==> src/rtl/fir_pkg.sv <==
// Shared widths, default low-pass coefficients and FSM encoding for the
// single-multiplier serial FIR.
package fir_pkg;

  localparam int FIR_NTAPS  = 16;
  localparam int FIR_DATA_W = 14;
  localparam int FIR_COEF_W = 16;
  localparam int FIR_OUT_W  = 16;

  typedef enum logic [1:0] {
    ST_IDLE  = 2'd0,
    ST_MAC   = 2'd1,
    ST_ROUND = 2'd2
  } fir_state_e;

  // Symmetric low-pass, Q1.15; index 0 weights the newest sample.
  localparam logic signed [FIR_COEF_W-1:0] LPF_COEFS [FIR_NTAPS] = '{
    -16'sd120, -16'sd200, 16'sd0,    16'sd700,  16'sd1800, 16'sd3200, 16'sd4400, 16'sd5100,
    16'sd5100, 16'sd4400, 16'sd3200, 16'sd1800, 16'sd700,  16'sd0,    -16'sd200, -16'sd120
  };

  function automatic int acc_w(input int data_w, input int coef_w, input int ntaps);
    return data_w + coef_w + $clog2(ntaps);
  endfunction

endpackage

==> src/rtl/fir_serial_mac_round_sat.sv <==
// Combinational round-half-up (arithmetic shift) and saturation from the
// accumulator width down to the output width.
module round_sat
  import fir_pkg::*;
#(
  parameter int ACC_W = acc_w(FIR_DATA_W, FIR_COEF_W, FIR_NTAPS),
  parameter int OUT_W = FIR_OUT_W,
  parameter int SHIFT = FIR_COEF_W - 1
) (
  input  logic signed [ACC_W-1:0] acc,
  output logic signed [OUT_W-1:0] res
);

  // One guard bit so adding the rounding constant can never wrap.
  localparam int EW = ACC_W + 1;
  localparam logic signed [EW-1:0] HALF  = EW'(1) <<< (SHIFT - 1);
  localparam logic signed [EW-1:0] MAX_S = (EW'(1) <<< (OUT_W - 1)) - EW'(1);
  localparam logic signed [EW-1:0] MIN_S = ~MAX_S;

  logic signed [EW-1:0] sum_s;
  logic signed [EW-1:0] shr_s;

  assign sum_s = EW'(acc) + HALF;
  assign shr_s = sum_s >>> SHIFT;

  // Clamp the shifted value into the signed output range.
  always_comb begin
    res = '0;
    if (shr_s > MAX_S) begin
      res = MAX_S[OUT_W-1:0];
    end else if (shr_s < MIN_S) begin
      res = MIN_S[OUT_W-1:0];
    end else begin
      res = shr_s[OUT_W-1:0];
    end
  end

endmodule

==> src/rtl/fir_serial_mac.sv <==
// Time-multiplexed FIR: one sample per handshake, NTAPS serial MAC cycles,
// then a round/saturate cycle producing a one-cycle o_valid strobe.
module fir_serial_mac
  import fir_pkg::*;
#(
  parameter int NTAPS  = FIR_NTAPS,
  parameter int DATA_W = FIR_DATA_W,
  parameter int COEF_W = FIR_COEF_W,
  parameter int OUT_W  = FIR_OUT_W,
  parameter logic signed [COEF_W-1:0] COEFS [NTAPS] = LPF_COEFS
) (
  input  logic                     clk,
  input  logic                     rst_n,
  input  logic signed [DATA_W-1:0] i_sample,
  input  logic                     i_valid,
  output logic                     o_ready,
  output logic signed [OUT_W-1:0]  o_data,
  output logic                     o_valid,
  output logic                     o_overrun
);

  localparam int ACC_W = acc_w(DATA_W, COEF_W, NTAPS);
  localparam int PRD_W = DATA_W + COEF_W;
  localparam int K_W   = $clog2(NTAPS);
  localparam logic [K_W-1:0] K_LAST = K_W'(NTAPS - 1);

  fir_state_e               state_r, state_s;
  logic signed [DATA_W-1:0] dly_r [NTAPS];
  logic signed [ACC_W-1:0]  acc_r;
  logic [K_W-1:0]           k_r;
  logic                     ready_r, valid_r, overrun_r, accept_s;
  logic signed [OUT_W-1:0]  data_r, rnd_s;
  logic signed [PRD_W-1:0]  prod_s;

  assign accept_s = i_valid & ready_r;
  assign prod_s   = PRD_W'(dly_r[k_r]) * PRD_W'(COEFS[k_r]);

  round_sat #(.ACC_W(ACC_W), .OUT_W(OUT_W), .SHIFT(COEF_W - 1)) u_round_sat (
    .acc (acc_r),
    .res (rnd_s)
  );

  // Next-state decode.
  always_comb begin
    state_s = state_r;
    case (state_r)
      ST_IDLE:  if (accept_s) state_s = ST_MAC; else state_s = ST_IDLE;
      ST_MAC:   if (k_r == K_LAST) state_s = ST_ROUND; else state_s = ST_MAC;
      ST_ROUND: state_s = ST_IDLE;
      default:  state_s = ST_IDLE;
    endcase
  end

  // State register.
  always_ff @(posedge clk or negedge rst_n) begin
    if (!rst_n) state_r <= ST_IDLE;
    else        state_r <= state_s;
  end

  // Delay line, accumulator and tap index; an overrun never reaches here.
  always_ff @(posedge clk or negedge rst_n) begin
    if (!rst_n) begin
      for (int i = 0; i < NTAPS; i++) dly_r[i] <= '0;
      acc_r <= '0;
      k_r   <= '0;
    end else if (accept_s) begin
      for (int i = NTAPS - 1; i > 0; i--) dly_r[i] <= dly_r[i-1];
      dly_r[0] <= i_sample;
      acc_r    <= '0;
      k_r      <= '0;
    end else if (state_r == ST_MAC) begin
      acc_r <= acc_r + ACC_W'(prod_s);
      k_r   <= k_r + K_W'(1);
    end else begin
      acc_r <= acc_r;
      k_r   <= k_r;
    end
  end

  // Registered handshake, held result and sticky overrun flag.
  always_ff @(posedge clk or negedge rst_n) begin
    if (!rst_n) begin
      ready_r   <= 1'b1;
      valid_r   <= 1'b0;
      data_r    <= '0;
      overrun_r <= 1'b0;
    end else begin
      ready_r <= (state_s == ST_IDLE);
      valid_r <= (state_r == ST_ROUND);
      if (state_r == ST_ROUND) data_r <= rnd_s;
      else                     data_r <= data_r;
      if (i_valid && !ready_r) overrun_r <= 1'b1;
      else                     overrun_r <= overrun_r;
    end
  end

  assign o_ready   = ready_r;
  assign o_data    = data_r;
  assign o_valid   = valid_r;
  assign o_overrun = overrun_r;

endmodule

==> config.mk <==
export PLATFORM = sky130hd
export DESIGN_NAME = fir_serial_mac
export DESIGN_NICKNAME = d
export VERILOG_FILES = /design/src/rtl/fir_pkg.sv /design/src/rtl/fir_serial_mac_round_sat.sv /design/src/rtl/fir_serial_mac.sv
export SDC_FILE = /design/constraint.sdc
export NUM_CORES = 1
export LEC_CHECK = 0
export CELL_PAD_IN_SITES_DETAIL_PLACEMENT = 1
export CELL_PAD_IN_SITES_GLOBAL_PLACEMENT = 1
export CORE_ASPECT_RATIO = 1.1
export CORE_MARGIN = 10
export CORE_UTILIZATION = 44
export DETAILED_ROUTE_END_ITERATION = 6
export GPL_TIMING_DRIVEN = 0
export PLACE_DENSITY_LB_ADDON = 0.1
export SYNTH_ARGS = -nofsm -noshare
export SYNTH_HDL_FRONTEND = slang
export SYNTH_HIERARCHICAL = 1
export SYNTH_SLANG_ARGS = --single-unit
==> constraint.sdc <==
create_clock -name clk -period 9.9 [get_ports clk]
set_input_delay 2.97 -clock clk [delete_from_list [all_inputs] [get_ports clk]]
set_output_delay 2.97 -clock clk [all_outputs]
set_load 0.05 [all_outputs]
==> results of run 1 <==
==> flip-flops by register name (all words and copies together), names as in the netlist <==
signal     flops
o_valid        1
acc_r         32
o_data        16
dly_r        224
o_ready        1
k_r            4
state_r        2
o_overrun      1
==> layout make-up <==
class,instances,area (um^2)
Tap cell,667,835
Antenna cell,1,2.50
Inverter,354,1330
Fill cell,5880,26000
Clock buffer,53,1010
Buffer,111,567
Timing Repair Buffer,38,425
Multi-Input combinational cell,1712,13700
Clock inverter,11,189
Sequential cell,281,7030
==> worst min-delay path by stage <==
| stage | start | end | slack, ns |
|---|---|---|---|
| 6_report | o_overrun | o_overrun | 0.46 |
| 5_1_grt | o_overrun | o_overrun | 0.48 |
| 4_1_cts | o_overrun | o_overrun | 0.47 |
| 3_5_place_dp | dly_r[9] | dly_r[9] | 0.46 |
| 3_3_place_gp | o_overrun | o_overrun | 0.44 |
| 2_1_floorplan | dly_r[8] | dly_r[8] | 0.44 |
==> layer usage <==
layer / track usage / wire length, um / part of all wire / vias to the layer above
met5: 0 / 0 / 0 / -
met4: 0.0875 / 2700 / 0.039 / 0
met3: 0.0304 / 2200 / 0.032 / 110
met2: 0.411 / 35700 / 0.52 / 266
met1: 0.276 / 28100 / 0.41 / 8826
li1: - / - / - / 7784
==> per-stage QoR <==
step	util	area [um^2]	setup WS, ns	TNS, ns	hold slack, ns
after floorplan	-	22600	1.60	0	0.438
after global placement	0.466	23800	-7.15	-1998.73	0.438
after detailed placement	0.467	23900	0.205	0	0.459
after CTS	0.491	25100	0.194	0	0.471
after global routing	0.491	25100	0.0258	0	0.482
final	0.491	25100	0.446	0	0.463
==> worst max-delay path: cells and delay by family, from the launching register on <==
family / cells / cell delay [ns]
AOI/OAI and AO/OA: 6 / 2.59
adders and majority gates: 8 / 3.89
DFF: 1 / 0.45
buffers and inverters: 12 / 1.52
and+or+nand+nor: 4 / 0.74
xor gates and xnor gates: 1 / 0.15
==> what timing repair did <==
item	CTS	global route
resized for setup	0	1
buffers inserted	0	0
setup endpoints to repair	0	4
==> summary.md, run 1 <==
| Metric | Value |
|---|---|
| Synth Instances | 2,458 |
| Via count | 17,000 |
| Period utilisation layout | 0.955 |
| Post-synth net total | 2,820 |
| Vias per cell | 5.26 |
| Starting Density | 0.443 |
| Maxcap violations | 0 |
| IO Pins | 36 |
| RR Endpoint | acc_r[30] |
| Hold WC Path Type | flip-flop to flip-flop |
| Max frequency | 0.106 GHz |
| Wire length per cell | 21.3 um |
| Die ar. | 60,800 um^2 |
| Nets | 2,896 |
| Slew @ Worst Pin | 1.34 ns |
| Input/output buffers | 35 |
| Launch point of the worst reg-to-reg path | k_r[0] |
| Placer Congestion | 0.890 |
| H-tree levels | 2 |
| Reg2Reg Setup Slack | 0.45 ns |
| Inst Count DP | 3,163 |
| Die Span X | 236 um |
| Synthesized area per cell | 9.19 um^2 |
| CP max FO | 10 |
| Worst Setup EP | acc_r[30] |
| Detail Route Antenna Nets | 0 |
| CTS buffer count | 36 |
| Worst path max stage delay | 1.03 ns |
| DPL Wire Length | 53.8 mm |
| Synth-to-Final Area Change | 11.0% |
| First-pass GRT wire length | 110 mm |
| Worst-path clk slew | 0.06 ns |
| Bufs on Longest Clock Path | 3 |
| DR iter-0 viols | 831 |
| Crit path arrival time | 9.92 ns |
| Remaining DRCs | 3 |
| Vias in the first global route | 19,100 |
| Crit start category | flip-flop |
| Critical path type | flip-flop to flip-flop |
| Final Skew | 0.0224 ns |
| Layout cells sized above 1 | 0.0773 |
| Die height | 258 um |
| Most common cell after layout, fill and taps aside | nand2_1 |
| CTS Root Cell | clkbuf_16 |
| Initial antenna violation count | 0 |
| CTS tree | yes |
| Pin count of the biggest net entering global routing | 109 |
| Rows | 87 |
| Hold Crit Depth | 1 |
| Post-layout minimum cycle time | 9.45 ns |
| Crit end category | flip-flop |
| Max-slew violation count | 0 |
| Status | complete, but fails checks |
| RSZ-0062 raised after global routing | false |
| Synth Warn # | 6 |
| Critical-path top delay cell | o32ai_1 |
| Number of hold buffers added after CTS | 0 |
| Syn Std Cell Area | 22,600 um^2 |
| Cell mode on critical path | inv_1 |
| Worst Setup SP | k_r[0] |
| Tot GR Track Use | 0.229 |
| Core area | 51,100 um^2 |
| Worst skew pair latency | 0.56 ns |
| Final Hold Fails | 0 |
| Drt pass-1 iters | 7 |
| Violated checks | DRC |
| Routed Wire Length | 68.7 mm |
| Total grt overflow | 0 |
| Max_slew headroom | 0.108 |
| Sink Count | 281 |
| Setup-failing EPs final | 0 |
| CP required | 10.37 ns |
| Leading cell types in the layout, fill and taps excluded | nand2_1 (817), inv_1 (353), dfrtp_1 (280) |
| Reg2Reg Depth | 31 |
| Post-Layout Cell Count | 3,228 |
Power of run 1 is left out: the tool's default activity adds up to more than one toggle a clock period on the data nets, which glitch-free logic cannot reach.
==> inputs of run 2 (changes only) <==
--- a/config.mk
+++ b/config.mk
@@ -7,7 +7,7 @@
 export LEC_CHECK = 0
 export CELL_PAD_IN_SITES_DETAIL_PLACEMENT = 1
 export CELL_PAD_IN_SITES_GLOBAL_PLACEMENT = 1
-export CORE_ASPECT_RATIO = 1.1
+export CORE_ASPECT_RATIO = 0.7
 export CORE_MARGIN = 10
 export CORE_UTILIZATION = 44
 export DETAILED_ROUTE_END_ITERATION = 6
==> run 2 against run 1 <==
Against the previous run:
- the run now ends clean
- sequential share of layout area grew 0.13 points
- count of clock-buffer cells in the layout shrank 7
- routed wire length rose by 7.9%
- setup slack got worse by 0.0082 ns
- die area is 0.22% higher
- via count grew 3.3%
- register-to-register slack barely moved
- first-iteration DRC count increased by 58%
- final cell count barely moved
- maximum frequency barely moved
- flip-flop and latch count unchanged
- critical endpoint is now acc_r[32]
- highest routed layer unchanged
==> summary.md, run 2 (synthesis results as in run 1) <==
| Metric | Value |
|---|---|
| Setup TNS | 0 ns (unchanged) |
| IO Pins | 36 (unchanged) |
| Cell mode on critical path | fa_1 |
| Leading cell types in the layout, fill and taps excluded | nand2_1 (817), inv_1 (353), dfrtp_1 (280) |
| CTS tree | yes |
| Crit start category | flip-flop |
| Hold WC Path Type | flip-flop to flip-flop |
| Pin count of the biggest net entering global routing | 101 (-7.3%) |
| CTS Root Cell | clkbuf_16 |
| Critical path type | flip-flop to flip-flop |
| Total grt overflow | 0 (unchanged) |
| Die Span X | 291 um (+23%) |
| Critical-path top delay cell | o31ai_2 |
| Period utilisation layout | 0.956 (about the same) |
| Slew @ Worst Pin | 1.16 ns (-0.174 ns) |
| DPL Wire Length | 58.9 mm (+9.4%) |
| Die ar. | 61,000 um^2 (+0.22%) |
| Max_slew headroom | 0.202 (+0.0939) |
| CTS buffer count | 31 (-14%) |
| CP required | 10.39 ns (+0.02 ns) |
| Most common cell after layout, fill and taps aside | nand2_1 |
| Final Skew | 0.0221 ns (-0.000253 ns) |
| H-tree levels | 1 (-1) |
| First-pass GRT wire length | 115 mm (+5.4%) |
| Setup-failing EPs final | 0 (unchanged) |
| Via count | 17,500 (+3.3%) |
| Layout fillers | 5,901 (+0.36%) |
| Drt pass-1 iters | 5 (-2) |
| Max frequency | 0.106 GHz (about the same) |
| Remaining DRCs | 0 (-3) |
| Vias per cell | 5.43 (+3.2%) |
| Synth-to-Final Area Change | 10.5% |
| Nets | 2,894 (-0.069%) |
| Detail Route Antenna Nets | 0 (unchanged) |
| Starting Density | 0.445 (+0.00252) |
| Initial antenna violation count | 1 (+1) |
| RSZ-0062 raised after global routing | false |
| Wire length per cell | 23.0 um (+7.8%) |
| Worst skew pair latency | 0.61 ns (+0.05 ns) |
| Max-slew violation count | 0 (unchanged) |
| Tot GR Track Use | 0.245 (+0.0151) |
| Vias in the first global route | 19,000 (-0.73%) |
| CP max FO | 10 (unchanged) |
| Input/output buffers | 35 (unchanged) |
| Status | finished clean |
| Worst-path clk slew | 0.07 ns (about the same) |
| Rows | 69 (-21%) |
| Layout cells sized above 1 | 0.0806 (+0.00328) |
| Placer Congestion | 0.964 (+8.2%) |
| Final Hold Fails | 0 (unchanged) |
| Crit end category | flip-flop |
| Core area | 50,800 um^2 (-0.57%) |
| Sink Count | 281 (unchanged) |
| Max reg flops | 224 (unchanged) |
| Worst path max stage delay | 0.59 ns (-0.44 ns) |
| DR iter-0 viols | 1,310 (+58%) |
| Post-layout minimum cycle time | 9.46 ns (+0.00824 ns) |
| Core Util, Final | 0.492 (+0.000603) |
| Largest Register | dly_r |
| Crit path arrival time | 9.95 ns (+0.03 ns) |
| Routed Wire Length | 74.1 mm (+7.9%) |
| Die height | 210 um (-19%) |
| Bufs on Longest Clock Path | 3 (unchanged) |
| Maxcap violations | 0 (unchanged) |
[run 2: cell count changes in the layout (fill, tap and decap cells not counted), sizes merged]
cell / previous run / this run
buf: 50 / 54
bufinv: 4 / 2
clkbuf: 118 / 110
clkinv: 5 / 6
[run 2: per-layer routing]
metal / vias to the layer above / track usage / part of all wire
met5: - / 0 / 0
met4: 0 / 0.0321 / 0.012
met3: 55 / 0.0890 / 0.11
met2: 539 / 0.335 / 0.39
met1: 9163 / 0.369 / 0.49
li1: 7790 / - / -
[run 2: final timing paths]
| check | startpoint | endpoint | slack (ns) | cells after the start |
|---|---|---|---|---|
| worst max-delay path | k_r[0] | acc_r[32] | 0.44 | 28 |
| worst min-delay path | o_overrun | o_overrun | 0.48 | 1 |
| worst max register to register | k_r[0] | acc_r[32] | 0.44 | 28 |
| worst min register to register | o_overrun | o_overrun | 0.48 | 1 |
| max in group asynchronous | rst_n | o_data[9] | 6.49 | 2 |
| min in group asynchronous | rst_n | dly_r[47] | 2.36 | 1 |
[run 2: area by class of cell]
cell class	count	area (um^2)	area share
clock buffer	46	902	0.0361
inverter	354	1330	0.0532
timing repair buffer	42	455	0.0182
multi-input combinational	1712	13700	0.549
tap	674	843	0.0338
clock inverter	10	119	0.00476
sequential	281	7030	0.282
buffer	110	564	0.0226
antenna	1	2.50	0.000100
[run 2: stage by stage]
stage,setup WS (ns),area [um^2],instances,hold slack [ns]
floorplan,1.60,22600,2458,0.438
global placement,-6.95,23800,3167,0.436
detailed placement,0.185,23900,3171,0.460
CTS,0.0942,24900,3227,0.474
global route,0.0249,25000,3229,0.500
finish,0.438,25000,3230,0.478
[run 2: repair_timing]
| item | CTS | global route |
|---|---|---|
| buffers inserted | 0 | 3 |
| endpoints found under the setup margin | 0 | 5 |
| hold buffers | 0 | 0 |
| resized for setup | 0 | 9 |
[run 2: worst max-delay path: cells and delay by family (launching register included)]
family	cells	cell delay, ns
AND/OR/NAND/NOR	5	0.87
buffers and inverters	9	1.82
AO/OA/AOI/OAI	5	1.95
multiplexers	1	0.23
flip-flops	1	0.47
adder cells (fa/ha/maj)	8	3.98
Power of run 2 is left out for the same reason.
